<file path="src/rtl/enemy_bullet_gen_pkg.sv">
// Shared game definitions: playfield geometry, frame rate and the bullet FSM encoding.
// Used by both the bullet generator and the collision checker.
package enemy_bullet_gen_pkg;

  localparam int unsigned X_W      = 3;
  localparam int unsigned Y_W      = 5;
  localparam int unsigned Y_MAX    = 31;
  localparam int unsigned TICK_CNT = 800_000;

  typedef logic [2:0] state_t;

  localparam state_t S_WAIT  = 3'd0;
  localparam state_t S_CLEAR = 3'd1;
  localparam state_t S_MOVE  = 3'd2;
  localparam state_t S_SPAWN = 3'd3;
  localparam state_t S_DONE  = 3'd4;

endpackage

</file>
<file path="src/rtl/frame_tick_gen.sv">
// Frame tick generator: one-cycle tick every TICK_CNT+1 enabled clocks.
// Holds its count while disabled so both ends of the collision link keep the same frame phase.
module frame_tick_gen #(
  parameter int unsigned TICK_CNT = enemy_bullet_gen_pkg::TICK_CNT
) (
  input  logic i_Clk,
  input  logic i_Rst,
  input  logic i_Enable,
  output logic o_Tick
);

  localparam int unsigned CW = $clog2(TICK_CNT + 1);

  logic [CW-1:0] cnt_q;

  assign o_Tick = i_Enable && (cnt_q == CW'(TICK_CNT));

  always_ff @(posedge i_Clk) begin
    if (!i_Rst) begin
      cnt_q <= '0;
    end else if (o_Tick) begin
      cnt_q <= '0;
    end else if (i_Enable) begin
      cnt_q <= cnt_q + CW'(1);
    end
  end

endmodule

</file>
<file path="src/rtl/enemy_bullet_gen.sv">
// Enemy bullet generator: spawns, moves and retires bullets in a fixed slot pool once per frame,
// publishing registered positions to the collision checker.
module enemy_bullet_gen #(
  parameter int unsigned TICK_CNT  = enemy_bullet_gen_pkg::TICK_CNT,
  parameter int unsigned N_BULLET  = 4,
  parameter int unsigned X_W       = enemy_bullet_gen_pkg::X_W,
  parameter int unsigned Y_W       = enemy_bullet_gen_pkg::Y_W,
  parameter int unsigned Y_MAX     = enemy_bullet_gen_pkg::Y_MAX,
  parameter int unsigned MOVE_DIV  = 2,
  parameter int unsigned SPAWN_DIV = 8,
  parameter logic [7:0]  LFSR_SEED = 8'hA5
) (
  input  logic                    i_Clk,
  input  logic                    i_Rst,
  input  logic                    i_Enable,
  input  logic [N_BULLET-1:0]     i_Hit_Mask,
  output logic [N_BULLET*X_W-1:0] o_Bullet_x,
  output logic [N_BULLET*Y_W-1:0] o_Bullet_y,
  output logic [N_BULLET-1:0]     o_Bullet_vld,
  output logic                    o_Frame,
  output logic [7:0]              o_Dodged
);

  import enemy_bullet_gen_pkg::*;

  localparam int unsigned MCW = (MOVE_DIV > 1) ? $clog2(MOVE_DIV) : 1;
  localparam int unsigned SCW = (SPAWN_DIV > 1) ? $clog2(SPAWN_DIV) : 1;

  logic tick;

  state_t                         state_q, state_d;
  logic [N_BULLET-1:0]            vld_q, vld_d;
  logic [N_BULLET-1:0][X_W-1:0]   x_q, x_d;
  logic [N_BULLET-1:0][Y_W-1:0]   y_q, y_d;
  logic [7:0]                     dodged_q, dodged_d;
  logic [7:0]                     lfsr_q, lfsr_d, lfsr_next;
  logic [MCW-1:0]                 move_cnt_q, move_cnt_d;
  logic [SCW-1:0]                 spawn_cnt_q, spawn_cnt_d;
  logic                           frame_q, frame_d;
  logic [8:0]                     exit_cnt;
  logic [8:0]                     dodged_sum;
  logic                           spawned;

  frame_tick_gen #(
    .TICK_CNT (TICK_CNT)
  ) u_tick (
    .i_Clk    (i_Clk),
    .i_Rst    (i_Rst),
    .i_Enable (i_Enable),
    .o_Tick   (tick)
  );

  always_comb begin
    state_d     = state_q;
    vld_d       = vld_q;
    x_d         = x_q;
    y_d         = y_q;
    dodged_d    = dodged_q;
    lfsr_d      = lfsr_q;
    move_cnt_d  = move_cnt_q;
    spawn_cnt_d = spawn_cnt_q;
    exit_cnt    = '0;
    dodged_sum  = '0;
    spawned     = 1'b0;
    // Fibonacci taps 8,6,5,4
    lfsr_next   = {lfsr_q[6:0], lfsr_q[7] ^ lfsr_q[5] ^ lfsr_q[4] ^ lfsr_q[3]};
    frame_d     = (state_q == S_SPAWN);

    case (state_q)
      S_WAIT: begin
        if (tick) state_d = S_CLEAR;
      end
      S_CLEAR: begin
        vld_d   = vld_q & ~i_Hit_Mask;
        state_d = S_MOVE;
      end
      S_MOVE: begin
        if (move_cnt_q == MCW'(MOVE_DIV - 1)) begin
          move_cnt_d = '0;
          for (int unsigned k = 0; k < N_BULLET; k++) begin
            if (vld_q[k]) begin
              if (y_q[k] == Y_W'(Y_MAX)) begin
                vld_d[k] = 1'b0;
                exit_cnt = exit_cnt + 9'd1;
              end else begin
                y_d[k] = y_q[k] + Y_W'(1);
              end
            end
          end
          dodged_sum = {1'b0, dodged_q} + exit_cnt;
          dodged_d   = dodged_sum[8] ? 8'hFF : dodged_sum[7:0];
        end else begin
          move_cnt_d = move_cnt_q + MCW'(1);
        end
        state_d = S_SPAWN;
      end
      S_SPAWN: begin
        if (spawn_cnt_q == SCW'(SPAWN_DIV - 1)) begin
          spawn_cnt_d = '0;
          lfsr_d      = lfsr_next;
          for (int unsigned k = 0; k < N_BULLET; k++) begin
            if (!spawned && !vld_q[k]) begin
              vld_d[k] = 1'b1;
              y_d[k]   = '0;
              x_d[k]   = lfsr_next[X_W-1:0];
              spawned  = 1'b1;
            end
          end
        end else begin
          spawn_cnt_d = spawn_cnt_q + SCW'(1);
        end
        state_d = S_DONE;
      end
      S_DONE: begin
        state_d = S_WAIT;
      end
      default: begin
        state_d = S_WAIT;
      end
    endcase
  end

  always_ff @(posedge i_Clk) begin
    if (!i_Rst) begin
      state_q     <= S_WAIT;
      vld_q       <= '0;
      x_q         <= '0;
      y_q         <= '0;
      dodged_q    <= '0;
      lfsr_q      <= LFSR_SEED;
      move_cnt_q  <= '0;
      spawn_cnt_q <= '0;
      frame_q     <= 1'b0;
    end else begin
      state_q     <= state_d;
      vld_q       <= vld_d;
      x_q         <= x_d;
      y_q         <= y_d;
      dodged_q    <= dodged_d;
      lfsr_q      <= lfsr_d;
      move_cnt_q  <= move_cnt_d;
      spawn_cnt_q <= spawn_cnt_d;
      frame_q     <= frame_d;
    end
  end

  assign o_Bullet_x   = x_q;
  assign o_Bullet_y   = y_q;
  assign o_Bullet_vld = vld_q;
  assign o_Frame      = frame_q;
  assign o_Dodged     = dodged_q;

endmodule

</file>
<file path="config.mk">
export PLATFORM = sky130hd
export DESIGN_NAME = enemy_bullet_gen
export DESIGN_NICKNAME = d
export VERILOG_FILES = /design/src/rtl/enemy_bullet_gen_pkg.sv /design/src/rtl/frame_tick_gen.sv /design/src/rtl/enemy_bullet_gen.sv
export SDC_FILE = /design/constraint.sdc
export NUM_CORES = 1
export LEC_CHECK = 0
export CAP_MARGIN = 20
export CORE_UTILIZATION = 55
export CTS_CLUSTER_DIAMETER = 30
export DETAILED_ROUTE_END_ITERATION = 10
export PLACE_DENSITY_LB_ADDON = 0.2
export SETUP_SLACK_MARGIN = 0.02
export SYNTH_ARGS = -nofsm -noshare
export SYNTH_HDL_FRONTEND = slang
export SYNTH_SLANG_ARGS = --single-unit
export TNS_END_PERCENT = 10
</file>
<file path="constraint.sdc">
create_clock -name i_Clk -period 4.25 [get_ports i_Clk]
set_input_delay 0.85 -clock i_Clk [delete_from_list [all_inputs] [get_ports i_Clk]]
set_output_delay 0.85 -clock i_Clk [all_outputs]
set_load 0.01 [all_outputs]
</file>
==> results by group, run 1 <==
Global route
  – Initial antenna violation count: 0
  – Total global routing track utilization: 0.2378
  – Maximum number of pins on one net before global-route repair: 34
  – Via count of the first global-routing pass: approximately 3,200
  – Global-route congestion overflow total: 0
  – Global-route wire length before repair: about 14,000 um

Synthesis
  – Sequential fraction of the synthesis area: 0.3981
  – Adder-cell area share of the yosys netlist: 0.06407
  – Number of synthesized register bits: 80
  – Commonest register cell after synthesis: sky130_fd_sc_hd__dfxtp_1
  – Cell count after synthesis: 455
  – Post-synthesis simple-gate area fraction: 0.2681
  – Largest family of logic cells by synthesized area: simple AND/OR/NAND/NOR gates
  – Fraction of the mapped netlist area in compound gates: 0.1403
  – Xor and xnor area share after synthesis: 0.05879
  – Library cells used by synthesis: 70
  – Number of enable-type register cells in the synthesized netlist: 0
  – Mean area per synthesized cell: around 8.8 um2
  – Post-synthesis instance area: between 4000 and 5000 um2
  – Syn_nets: around 480
  – Portion of netlist area occupied by mux cells: 0.03359
  – Synth Warn #: 0
  – Post-synthesis async set-or-reset flop share: 0

Floorplanning
  – Width of the die: between 80 and 90 um
  – Area of the die: ~7700 um2
  – Area of the core: just under 7000 um2
  – Number of placement rows: 30
  – Die height: between 80 and 90 um
  – Starting utilization of the core area: 0.5793
  – Top Ports: 52

Final layout
  – Filler Cell Count: roughly 580
  – Net total in the final layout: between 500 and 600
  – FF/Latch Area: approximately 1600 um2
  – Most common cell after layout, fill and taps aside: sky130_fd_sc_hd__dfxtp_1
  – Fin util: 0.6881
  – Fraction of layout instances using a drive strength above 1: 0.07968
  – Footprint of the multi-input gates: between 2000 and 2500 um2
  – Area delta synth->final: 18.79%
  – Number of antenna diodes: 0
  – Commonest cells after routing, fill and taps aside: sky130_fd_sc_hd__dfxtp_1, sky130_fd_sc_hd__clkdlybuf4s50_1, sky130_fd_sc_hd__nand2_1

Critical path
  – Worst setup EP type: flip-flop
  – Required time of the critical path: about 4.5 ns
  – CP Max Fanout: 6
  – Data arrival time at the worst-slack endpoint: approximately 4.3 ns
  – Class of the most critical setup path: reg -> reg
  – Sort of element at the start of the critical path: flip-flop

STA
  – Setup violations, final: 0
  – Max Clock Skew: approximately 0.0095 ns
  – Final clock period utilization by the worst path: 0.9485
  – Number of max-slew violations in the final report: 0
  – Worst slew slack as a fraction of its limit: 0.5061
  – Period minus WS final: around 4 ns
  – Post-route setup TNS: 0 ns
  – Worst Max-Slew Pin Slew: around 0.73 ns
  – Timing-limited maximum frequency: about 250 MHz
  – RSZ-0062 raised after global routing: no
  – Post-route worst setup slack: roughly 0.22 ns
  – Final hold viol count: 0

Clock network
  – H-tree depth: 3
  – Number of buffers created by CTS: 9
  – Post-CTS repair timing setup buffer count: 0
  – Worst-Skew Late Latency: ~0.35 ns
  – Post-CTS Resized: 0
  – Cell chosen for the clock root: sky130_fd_sc_hd__clkbuf_8
  – Quantity of hold-fixing buffers added after cts: 0
  – Clock input transition at the sequential cells of the worst setup and hold paths: ~0.080 ns
  – Bufs on Longest Clock Path: 2
  – Clock tree sinks: 80
  – CTS tree: yes

Drt
  – DRC violation count after routing: 0
  – Wire length after detailed routing: 8644 um
  – DRC marker count from the first detailed-route iteration: 169
  – Total via count in the routed design: around 3,400
  – Number of routed nets with antenna violations: 0
  – Vias/cell: 5.741
  – Post-detailed-route wirelength per cell: between 10 and 15 um
  – Drt pass-1 iters: 4

Hold path
  – HP Class: reg -> reg

Power and ir drop
  – LEAKAGE: approximately 1.7 nW
  – Final Power: between 1 and 1.5 mW
  – Pwr dens: 293.4 nW/um2
  – Peak VDD IR: around 0.28 mV

Run
  – Max-cap violations: 0

Place
  – Post-place setup slack: 0.08464 ns
  – IO buf count: between 50 and 60
  – Routability-driven placement congestion ratio: ~0.80
  – Sum of net half-perimeters after detailed placement: a little over 6000 um

Outcome
  – Result of the run: finished, final reports clean
flip-flops by register name (all words and copies together) (netlist names):
register	count
lfsr_q	8
spawn_cnt_q	3
o_Dodged	8
o_Bullet_y	20
o_Frame	1
u_tick.cnt_q	20
state_q	3
o_Bullet_vld	4
o_Bullet_x	12
move_cnt_q	1
stage by stage:
step,hold slack (ns),cell area (um2),cells
floorplan,0.4321,4023,455
global placement,0.4377,4549,582
detailed placement,0.4506,4549,582
CTS,0.4620,4771,598
global route,0.4862,4778,598
finish,0.4647,4778,598
critical path, stage by stage (launching register included):
cell and delay (ns):
sky130_fd_sc_hd__dfxtp_1 0.35, sky130_fd_sc_hd__ha_1 0.22, sky130_fd_sc_hd__and3_1 0.18, sky130_fd_sc_hd__ha_1 0.21
sky130_fd_sc_hd__and2_1 0.17, sky130_fd_sc_hd__ha_1 0.28, sky130_fd_sc_hd__mux2_2 0.30, sky130_fd_sc_hd__ha_1 0.29
sky130_fd_sc_hd__mux2_2 0.28, sky130_fd_sc_hd__ha_1 0.27, sky130_fd_sc_hd__mux2_2 0.16, sky130_fd_sc_hd__inv_1 0.05
sky130_fd_sc_hd__fa_1 0.42, sky130_fd_sc_hd__nor2b_2 0.18, sky130_fd_sc_hd__o22a_2 0.23, sky130_fd_sc_hd__nand3_1 0.16
sky130_fd_sc_hd__a31oi_1 0.20
cells in the mapped netlist, types with 4 or more instances:
cell type,count,share of area
sky130_fd_sc_hd__nor2b_1,5,0.0078
sky130_fd_sc_hd__nand3_1,24,0.030
sky130_fd_sc_hd__xor2_1,9,0.020
sky130_fd_sc_hd__a211oi_1,7,0.013
sky130_fd_sc_hd__a31oi_1,5,0.0078
sky130_fd_sc_hd__or4_1,4,0.0075
sky130_fd_sc_hd__nand4b_1,4,0.0087
sky130_fd_sc_hd__clkbuf_1,7,0.0065
sky130_fd_sc_hd__nand2_1,45,0.042
sky130_fd_sc_hd__nand3b_1,5,0.0093
sky130_fd_sc_hd__nand4_1,8,0.012
sky130_fd_sc_hd__xnor2_1,18,0.039
sky130_fd_sc_hd__nor3_1,10,0.012
sky130_fd_sc_hd__nor2_2,4,0.0062
sky130_fd_sc_hd__nor2_1,38,0.035
sky130_fd_sc_hd__and3b_1,4,0.0087
sky130_fd_sc_hd__o21ai_0,15,0.019
sky130_fd_sc_hd__and2_1,6,0.0093
sky130_fd_sc_hd__inv_1,9,0.0084
sky130_fd_sc_hd__ha_1,19,0.059
sky130_fd_sc_hd__a21oi_1,32,0.040
sky130_fd_sc_hd__o31ai_1,4,0.0075
sky130_fd_sc_hd__buf_2,11,0.014
sky130_fd_sc_hd__mux2i_1,9,0.022
sky130_fd_sc_hd__and3_1,8,0.012
sky130_fd_sc_hd__dfxtp_1,80,0.40
sky130_fd_sc_hd__nand2b_1,7,0.011
power breakdown:
| part | leakage [nW] | internal [mW] | total [mW] | switching, mW |
|---|---|---|---|---|
| Sequential | 0.645 | 0.751 | 0.754 | 0.00277 |
| Clock | 0.106 | 0.346 | 0.615 | 0.270 |
| Combinational | 0.987 | 0.0121 | 0.0330 | 0.0209 |
| Total | 1.74 | 1.11 | 1.40 | 0.293 |
final cells by class:
| cell class | instances | area share |
|---|---|---|
| clock buffers | 11 | 0.02959 |
| clock inverters | 5 | 0.01676 |
| inverters | 10 | 0.007855 |
| multi-input cells | 344 | 0.4771 |
| flip-flops and latches | 80 | 0.3352 |
| well taps | 96 | 0.02514 |
| repair buffers | 52 | 0.1084 |
worst paths after layout:
check | startpoint | to | slack, ns | depth (start not counted)
worst min-delay path | lfsr_q[6]$_SDFFE_PN0P_ | lfsr_q[6]$_SDFFE_PN0P_ | 0.46 | 2
worst min register to register | lfsr_q[6]$_SDFFE_PN0P_ | lfsr_q[6]$_SDFFE_PN0P_ | 0.46 | 2
worst max-delay path | o_Bullet_y[0]$_SDFFE_PN0P_ | o_Dodged[3]$_SDFFE_PN0P_ | 0.22 | 16
worst max register to register | o_Bullet_y[0]$_SDFFE_PN0P_ | o_Dodged[3]$_SDFFE_PN0P_ | 0.22 | 16
cell families after synthesis:
| kind of cell | count (synthesis) |
|---|---|
| compound gates | 89 |
| xor+xnor | 27 |
| fa+ha+maj | 20 |
| buf+inv | 31 |
| flops | 80 |
| mux | 13 |
| simple gates | 195 |
layer usage:
metal	track usage	vias to the layer above	share of wire
met2	0.4027	69	0.49
met1	0.3009	1635	0.46
met4	0.06706	0	0.0084
met3	0.05972	10	0.043
li1	-	1719	-
met5	0	-	0
(Power assumes the default switching activity.)
==> inputs of run 2 (changes only) <==
- RECOVER_POWER: not set -> 25
==> run 2 against run 1 <==
The flow now finishes with violations (capacitance limit, slew limit). First-iteration DRC count grew 3.6%. Worst setup slack lost 0.013 ns. Cell area shrank 0.39%. Sequential cell count is the same. Global-route usage is the same. Non-clock buffer count is the same. Combinational power shrank 2%. Critical endpoint is now o_Dodged[4]$_SDFFE_PN0P_. Largest cell class unchanged. Largest power group unchanged.
==> results by group, run 2 (synthesis results as in run 1) <==
Outcome
  – Result of the run: finished, violations left (was finished, final reports clean)
  – Violations in the final reports: capacitance limit, slew limit

Drt
  – DRC marker count from the first detailed-route iteration: 175 (was 169)
  – Number of routed nets with antenna violations: 0 (unchanged)
  – DRC violation count after routing: 0 (unchanged)
  – Vias/cell: 5.766 (was 5.741)
  – Total via count in the routed design: 3,448 (was 3,433)
  – Wire length after detailed routing: 8638 um (was 8644 um)
  – Post-detailed-route wirelength per cell: 14.44 um (was 14.45 um)
  – Drt pass-1 iters: 4 (unchanged)

Floorplanning
  – Area of the die: 7660 um2 (unchanged)
  – Top Ports: 52 (unchanged)
  – Number of placement rows: 30 (unchanged)
  – Width of the die: 87.52 um (unchanged)
  – Die height: 87.52 um (unchanged)
  – Starting utilization of the core area: 0.5793 (unchanged)
  – Area of the core: 6944 um2 (unchanged)

Clock network
  – Bufs on Longest Clock Path: 2 (unchanged)
  – Post-CTS repair timing setup buffer count: 0 (unchanged)
  – CTS tree: yes (unchanged)
  – Clock tree sinks: 80 (unchanged)
  – Post-CTS Resized: 0 (unchanged)
  – H-tree depth: 3 (unchanged)
  – Number of buffers created by CTS: 9 (unchanged)
  – Quantity of hold-fixing buffers added after cts: 0 (unchanged)
  – Worst-Skew Late Latency: 0.35 ns (about the same)
  – Cell chosen for the clock root: sky130_fd_sc_hd__clkbuf_8 (unchanged)
  – Clock input transition at the sequential cells of the worst setup and hold paths: 0.08 ns (about the same)

Global route
  – Maximum number of pins on one net before global-route repair: 34 (unchanged)
  – Total global routing track utilization: 0.2378 (unchanged)
  – Initial antenna violation count: 0 (unchanged)
  – Global-route wire length before repair: 14,370 um (unchanged)
  – Global-route congestion overflow total: 0 (unchanged)
  – Via count of the first global-routing pass: 3,160 (unchanged)

STA
  – RSZ-0062 raised after global routing: no (unchanged)
  – Max Clock Skew: 0.009271 ns (was 0.009519 ns)
  – Setup violations, final: 0 (unchanged)
  – Post-route setup TNS: 0 ns (unchanged)
  – Post-route worst setup slack: 0.2060 ns (was 0.2188 ns)
  – Final clock period utilization by the worst path: 0.9515 (was 0.9485)
  – Final hold viol count: 0 (unchanged)
  – Number of max-slew violations in the final report: 34 (was 0)
  – Hold Slack: 0.4547 ns (was 0.4647 ns)
  – Worst slew slack as a fraction of its limit: -0.01803 (was 0.5061)
  – Worst Max-Slew Pin Slew: 1.527 ns (was 0.7332 ns)
  – Timing-limited maximum frequency: 247.3 MHz (was 248.1 MHz)
  – Period minus WS final: 4.044 ns (was 4.031 ns)

Final layout
  – Design Area, Final: 4760 um2 (was 4778 um2)
  – Fin util: 0.6854 (was 0.6881)
  – Commonest cells after routing, fill and taps aside: sky130_fd_sc_hd__dfxtp_1, sky130_fd_sc_hd__nand2_1, sky130_fd_sc_hd__nor2_1 (was sky130_fd_sc_hd__dfxtp_1, sky130_fd_sc_hd__clkdlybuf4s50_1, sky130_fd_sc_hd__nand2_1)
  – Most common cell after layout, fill and taps aside: sky130_fd_sc_hd__dfxtp_1 (unchanged)
  – Area delta synth->final: 18.32% (was 18.79%)
  – Number of antenna diodes: 0 (unchanged)
  – Filler Cell Count: 580 (was 576)
  – Fin cells: 598 (unchanged)
  – Fraction of layout instances using a drive strength above 1: 0.07570 (was 0.07968)
  – Net total in the final layout: 524 (unchanged)

Place
  – Sum of net half-perimeters after detailed placement: 6146 um (unchanged)
  – Post-place setup slack: 0.08464 ns (unchanged)
  – Routability-driven placement congestion ratio: 0.7971 (unchanged)
  – Standard cell area after detailed placement: 4549 um2 (unchanged)
  – Placed cell count: 582 (unchanged)
  – IO buf count: 51 (unchanged)

Power and ir drop
  – Peak VDD IR: 0.2830 mV (was 0.2822 mV)
  – Pwr dens: 294.9 nW/um2 (was 293.4 nW/um2)
  – Final Power: 1.404 mW (was 1.402 mW)
  – LEAKAGE: 1.773 nW (was 1.737 nW)

Critical path
  – FF-to-FF path depth: 16 (unchanged)
  – Worst setup EP type: flip-flop (unchanged)
  – Data arrival time at the worst-slack endpoint: 4.30 ns (was 4.31 ns)
  – CP Max Fanout: 6 (unchanged)
  – Required time of the critical path: 4.50 ns (was 4.53 ns)
  – Class of the most critical setup path: reg -> reg (unchanged)
  – Sort of element at the start of the critical path: flip-flop (unchanged)

Hold path
  – HP Class: reg -> reg (unchanged)
  – WHS Path Cells: 2 (unchanged)

Run
  – Max-cap violations: 1 (was 0)
==> run 2: changes by cell type in the layout (fill, tap and decap cells not counted) <==
cell,previous run,this run
sky130_fd_sc_hd__clkdlybuf4s50_1,51,27
sky130_fd_sc_hd__dlygate4sd3_1,0,24
sky130_fd_sc_hd__buf_4,1,0
sky130_fd_sc_hd__clkbuf_1,1,2
sky130_fd_sc_hd__nand4b_1,4,5
sky130_fd_sc_hd__nand4b_4,1,0
==> run 2: metal layers <==
layer / vias up / part of all wire / track usage
met2: 76 / 0.49 / 0.4027
met5: - / 0 / 0
met1: 1640 / 0.46 / 0.3009
met3: 12 / 0.040 / 0.05972
li1: 1720 / - / -
met4: 0 / 0.016 / 0.06706
==> run 2: area by class of cell <==
| class | count | area, um2 | area share |
|---|---|---|---|
| Clock buffer | 11 | 141.4 | 0.02971 |
| Clock inverter | 5 | 80.08 | 0.01682 |
| Inverter | 10 | 37.54 | 0.007886 |
| Multi-Input combinational cell | 344 | 2265 | 0.4758 |
| Sequential cell | 80 | 1602 | 0.3365 |
| Tap cell | 96 | 120.1 | 0.02524 |
| Timing Repair Buffer | 52 | 514.2 | 0.1080 |
==> run 2: path summary, 6_finish.rpt <==
| path | from | endpoint | slack [ns] |
|---|---|---|---|
| max reg2reg | o_Bullet_y[0]$_SDFFE_PN0P_ | o_Dodged[4]$_SDFFE_PN0P_ | 0.21 |
| min reg2reg | o_Bullet_x[8]$_SDFFE_PN0P_ | o_Bullet_x[8]$_SDFFE_PN0P_ | 0.45 |
| min | o_Bullet_x[8]$_SDFFE_PN0P_ | o_Bullet_x[8]$_SDFFE_PN0P_ | 0.45 |
| max | o_Bullet_y[0]$_SDFFE_PN0P_ | o_Dodged[4]$_SDFFE_PN0P_ | 0.21 |
==> run 2: where the power goes <==
| group | internal (mW) | total (mW) | leakage [nW] | switching [mW] |
|---|---|---|---|---|
| clock network | 0.346 | 0.618 | 0.106 | 0.272 |
| registers | 0.751 | 0.754 | 0.645 | 0.00277 |
| logic | 0.0113 | 0.0322 | 1.02 | 0.0209 |
| total | 1.11 | 1.40 | 1.77 | 0.296 |
==> run 2: critical path: stages (launching register included) <==
cell and delay (ns):
sky130_fd_sc_hd__dfxtp_1 0.36, sky130_fd_sc_hd__ha_1 0.23, sky130_fd_sc_hd__and3_1 0.18, sky130_fd_sc_hd__ha_1 0.20
sky130_fd_sc_hd__and2_1 0.17, sky130_fd_sc_hd__ha_1 0.28, sky130_fd_sc_hd__mux2_2 0.30, sky130_fd_sc_hd__ha_1 0.29
sky130_fd_sc_hd__mux2_2 0.28, sky130_fd_sc_hd__ha_1 0.27, sky130_fd_sc_hd__mux2_2 0.16, sky130_fd_sc_hd__inv_1 0.05
sky130_fd_sc_hd__fa_1 0.42, sky130_fd_sc_hd__nor2b_2 0.18, sky130_fd_sc_hd__o22a_2 0.23, sky130_fd_sc_hd__a21oi_1 0.08
sky130_fd_sc_hd__a311oi_1 0.26
